## config.mk

```make
export PLATFORM = sky130hd
export DESIGN_NAME = out_port_ctrl
export DESIGN_NICKNAME = d
export VERILOG_FILES = /design/src/rtl/out_ports_pkg.sv /design/src/rtl/blink_timer.sv /design/src/rtl/out_port_ctrl.sv
export SDC_FILE = /design/constraint.sdc
export NUM_CORES = 1
export LEC_CHECK = 0
export CORE_MARGIN = 2
export CORE_UTILIZATION = 50
export CTS_BUF_LIST = sky130_fd_sc_hd__clkbuf_4
export DETAILED_ROUTE_END_ITERATION = 10
export PLACE_DENSITY = 0.81
export REMOVE_ABC_BUFFERS = 1
export SLEW_MARGIN = 10
export SYNTH_ARGS = -nofsm -noshare
export SYNTH_HDL_FRONTEND = slang
export SYNTH_SLANG_ARGS = --single-unit
```

## constraint.sdc

```tcl
create_clock -name clock -period 2.8 [get_ports clock]
set_clock_uncertainty 0.2 [all_clocks]
set_input_delay 0.28 -clock clock [delete_from_list [all_inputs] [get_ports clock]]
set_output_delay 0.28 -clock clock [all_outputs]
set_load 0.02 [all_outputs]
```

## src/rtl/out_ports_pkg.sv

```systemverilog
// Shared field encodings and io_out layout for the output-port controller.
package out_ports_pkg;

    typedef enum logic [1:0] {
        SEL_HEX_LO = 2'd0,
        SEL_HEX_HI = 2'd1,
        SEL_LED    = 2'd2,
        SEL_BLINK  = 2'd3
    } sel_e;

    localparam int unsigned IO_OUT_W    = 34;
    localparam int unsigned HEX_W       = 24;
    localparam int unsigned LED_W       = 10;
    localparam int unsigned LED_BASE    = 24;
    localparam int unsigned DATA_W      = 12;
    localparam int unsigned HEX_FIELD_W = HEX_W / 2;

endpackage

```

## src/rtl/blink_timer.sv

```systemverilog
// Free-running blink divider: phase toggles every BLINK_DIV clock cycles.
module blink_timer #(
    parameter int unsigned BLINK_DIV = 25000000
) (
    input  logic clock,
    input  logic reset,
    output logic phase
);

    localparam int unsigned      CNT_W    = $clog2(BLINK_DIV);
    localparam logic [CNT_W-1:0] CNT_LAST = CNT_W'(BLINK_DIV - 1);

    logic [CNT_W-1:0] cnt_q;
    logic             phase_q;

    always_ff @(posedge clock) begin
        if (reset) begin
            cnt_q   <= '0;
            phase_q <= 1'b0;
        end else if (cnt_q == CNT_LAST) begin
            cnt_q   <= '0;
            phase_q <= ~phase_q;
        end else begin
            cnt_q <= cnt_q + 1'b1;
        end
    end

    assign phase = phase_q;

endmodule

```

## src/rtl/out_port_ctrl.sv

```systemverilog
// Two-requester output-port controller: round-robin write arbitration into hex/LED/blink
// field registers, driving a packed io_out word.
module out_port_ctrl
    import out_ports_pkg::*;
#(
    parameter int unsigned BLINK_DIV = 25000000
) (
    input  logic                clock,
    input  logic                reset,
    input  logic                req0,
    input  logic [1:0]          sel0,
    input  logic [DATA_W-1:0]   data0,
    output logic                gnt0,
    input  logic                req1,
    input  logic [1:0]          sel1,
    input  logic [DATA_W-1:0]   data1,
    output logic                gnt1,
    output logic [IO_OUT_W-1:0] io_out
);

    logic                   gnt0_q, gnt1_q;
    logic                   prio1_q;
    logic [HEX_FIELD_W-1:0] hex_lo_q, hex_hi_q;
    logic [LED_W-1:0]       led_q, blink_q, led_vis;
    logic                   phase;

    logic              elig0, elig1, grant0, grant1, wen;
    logic [1:0]        wsel;
    logic [DATA_W-1:0] wdata;

    // A requester whose grant is showing this cycle sits out this edge.
    always_comb begin
        elig0  = req0 & ~gnt0_q;
        elig1  = req1 & ~gnt1_q;
        grant0 = elig0 & (~elig1 | ~prio1_q);
        grant1 = elig1 & (~elig0 | prio1_q);
        wen    = grant0 | grant1;
        wsel   = grant1 ? sel1 : sel0;
        wdata  = grant1 ? data1 : data0;
    end

    always_ff @(posedge clock) begin
        if (reset) begin
            gnt0_q   <= 1'b0;
            gnt1_q   <= 1'b0;
            prio1_q  <= 1'b0;
            hex_lo_q <= '0;
            hex_hi_q <= '0;
            led_q    <= '0;
            blink_q  <= '0;
        end else begin
            gnt0_q <= grant0;
            gnt1_q <= grant1;
            if (wen) begin
                prio1_q <= grant0;
                unique case (sel_e'(wsel))
                    SEL_HEX_LO: hex_lo_q <= wdata;
                    SEL_HEX_HI: hex_hi_q <= wdata;
                    SEL_LED:    led_q    <= wdata[LED_W-1:0];
                    SEL_BLINK:  blink_q  <= wdata[LED_W-1:0];
                endcase
            end
        end
    end

    blink_timer #(
        .BLINK_DIV(BLINK_DIV)
    ) u_blink_timer (
        .clock(clock),
        .reset(reset),
        .phase(phase)
    );

    always_comb begin
        led_vis                     = led_q & (~blink_q | {LED_W{phase}});
        io_out                      = '0;
        io_out[HEX_W-1:0]           = {hex_hi_q, hex_lo_q};
        io_out[LED_BASE +: LED_W]   = led_vis;
    end

    assign gnt0 = gnt0_q;
    assign gnt1 = gnt1_q;

endmodule
```

==> results.toml <==
[grt]
grt_pass1_wl_mm = 13.03
grt_pass1_vias = 2845
grt_remaining_overflow = 0
grt_max_degree = 37
antenna_found_initial = 0
track_usage_pct = 22.20

[clocking]
clk_path_buf_depth = 2
clockRootBuffer = "clkbuf_4"
cts_tree = "done"
clk_latency_ns = 0.42
cts_hold_buf = 0
clkTransAtPathRegs_ns = 0.12
cts_setup_buffers = 0
h-tree-depth = 3
clock-sinks = 73
cts_buffers = 9
cts_resized = 0

[critical_path]
worstReg2RegStart = "u_blink_timer.cnt_q[0]$_SDFF_PP0_"
crit_fanout = 10
crit_family = "buffers and inverters"
worstPathCellList = "inv_1 > a21boi_0 > clkdlybuf4s50_1"
end_kind = "primary output"
critPathSlowestCell = "clkdlybuf4s50_1"
max_stage_delay_ns = 0.68
cp-start-kind = "flip-flop"
crit_required_ns = 2.32
worstSetupPathType = "reg2out"
crit_buf_inv = 2
cp.arrival_ns = 2.04
startpoint = "u_blink_timer.phase$_SDFFE_PP0N_"

[detailed_routing]
vias_per_cell = 5.672
routed_wl_mm = 8.141
post-route-drc-count = 0
ant_nets = 0
firstDrtPassIters = 4
dr_total_vias = 2995
wl_per_cell_um = 15.42
first_iter_violations = 126

[logic_synthesis]
yosysSeqAreaShare_pct = 42.47
yosys.area.top_type = "dfxtp_1"
avgSynthCellArea_um2 = 9.375
yosysTopAreaCellShare_pct = 42.47
ys_types = 40
ys_top_cells_by_area = "dfxtp_1, mux2_2, nor2b_1"
ys_async_sr_fraction_pct = 0
synth_area_um2 = 3441
synth-edff-count = 0
synthFlopType = "dfxtp_1"
postSynthCellCount = 367
synth_warnings = 0
synth-seq-cells = 73

[outcome]
status = "finished clean"

[timing]
final.period_utilization_pct = 90.06
report.final.slew_viol_count = 0
setup_viol = 0
worstMarginPinSlew_ns = 0.5294
timing.max_slew.rel_slack_pct = 64.63
period_minus_slack_ns = 2.522
fin_tns_setup_ns = 0
fin_hold_ws_ns = 0.1088
rsz0062_at_grt = "no"
max_freq_mhz = 396.6
hold_viol = 0

[placement]
io_buffers = 67
gp_congestion = 0.8873
hpwl_mm = 5.830
postPlaceCellArea_um2 = 4228

[cells_and_area]
layout.nets = 476
final_area_um2 = 4362
diodes = 0
fillers = 530
areaGrowthSynthToFinish_pct = 26.76
drive_gt1_share_pct = 17.86

[floorplan]
fp.dieH_um = 86.96
placementRows = 30
start_util_pct = 51.21
die_w_um = 86.96
coreArea_um2 = 6719
die_area_um2 = 7561
num_io_pins = 68

[power_and_ir_drop]
max-vdd-ir-drop_mv = 0.2644
power_density_nw_per_um2 = 481.9
leakage_nw = 1.589

[min_path]
worstHoldStart = "reset"
hold_path_class = "in2reg"

[run]
maxCapViolCount = 0
[cell families after synthesis]
logic type | after synthesis | synth area share [%]
AO/OA/AOI/OAI | 70 | 12.33
XOR/XNOR | 12 | 3.055
adder cells (fa/ha/maj) | 1 | 0.3636
buffers and inverters | 23 | 3.309
flip-flops | 73 | 42.47
multiplexers | 40 | 13.09
AND/OR/NAND/NOR | 148 | 25.38
[sequential cells by signal, indices dropped and copies added (netlist names)]
signal	cells
blink_q	10
gnt0	1
gnt1	1
hex_hi_q	12
hex_lo_q	12
led_q	10
prio1_q	1
u_blink_timer.cnt_q	25
u_blink_timer.phase	1
[layer usage]
layer | part of all wire, % | global-route usage (%)
met5 | 0 | 0
met3 | 6.3 | 5.213
met2 | 48 | 35.25
met1 | 43 | 28.21
met4 | 2.3 | 11.08
[Yosys cell counts (9+ instances only)]
cell and number:
dfxtp_1 73, nor2b_1 44, mux2_2 40, a21oi_1 27, nand3_1 24, nor2_1 17
o21ai_0 15, clkbuf_1 13, a21boi_0 12, nand2_1 12, or4_1 9, xnor2_1 9
[worst register-to-register path, stage by stage (launching register included)]
cell     delay [ns]
dfxtp_1        0.39
ha_1           0.27
nand4_1        0.26
or3_1          0.53
or4_1          0.51
a21oi_1        0.14
[metrics by stage]
| stage | util, % | power, W | std cells | setup WS [ns] |
|---|---|---|---|---|
| CTS | 64.92 | 0.002122 | 528 | 0.2435 |
| floorplan | - | 0.001301 | 350 | 0.4284 |
| detailed placement | 62.92 | 0.001484 | 512 | 0.2501 |
| global route | 64.92 | 0.002202 | 528 | 0.1689 |
| finish | 64.92 | 0.002102 | 528 | 0.2784 |
| global placement | 62.92 | 0.001478 | 512 | 0.3140 |
[cells in the final DEF (no fill, tap or decap), drive strengths merged, types with 9 or more instances in the layout]
master	n
o31ai	9
nor2b	44
nand3	24
or4	11
o21ai	17
dfxtp	73
a21oi	28
a21boi	12
xnor2	9
mux2	40
buf	16
clkdlybuf4s50	66
nor2	18
clkbuf	10
nand2	12
[layout make-up]
type | count | area, um2 | share of cell area, %
multi-input cells | 271 | 1866 | 42.77
repair buffers | 82 | 778.2 | 17.84
inverters | 6 | 22.52 | 0.5164
clock inverters | 6 | 58.81 | 1.348
well taps | 80 | 100.1 | 2.295
flip-flops and latches | 73 | 1461 | 33.51
clock buffers | 10 | 75.07 | 1.721
[final timing paths]
kind	to	slack [ns]	depth (start not counted)
min reg2reg	hex_hi_q[11]$_SDFFE_PP0P_	0.28	2
max	io_out[29]	0.28	3
min	u_blink_timer.phase$_SDFFE_PP0N_	0.11	3
max reg2reg	u_blink_timer.cnt_q[24]$_SDFF_PP0_	0.44	5
[where the power goes]
part | total (W) | internal (W) | leakage (nW) | switching [W]
combinational | 0.000358 | 0.000183 | 0.926 | 0.000175
clock | 0.000640 | 0.000276 | 0.0698 | 0.000364
sequential | 0.00110 | 0.00108 | 0.593 | 0.0000232
Power figures use the tool's default switching activity.
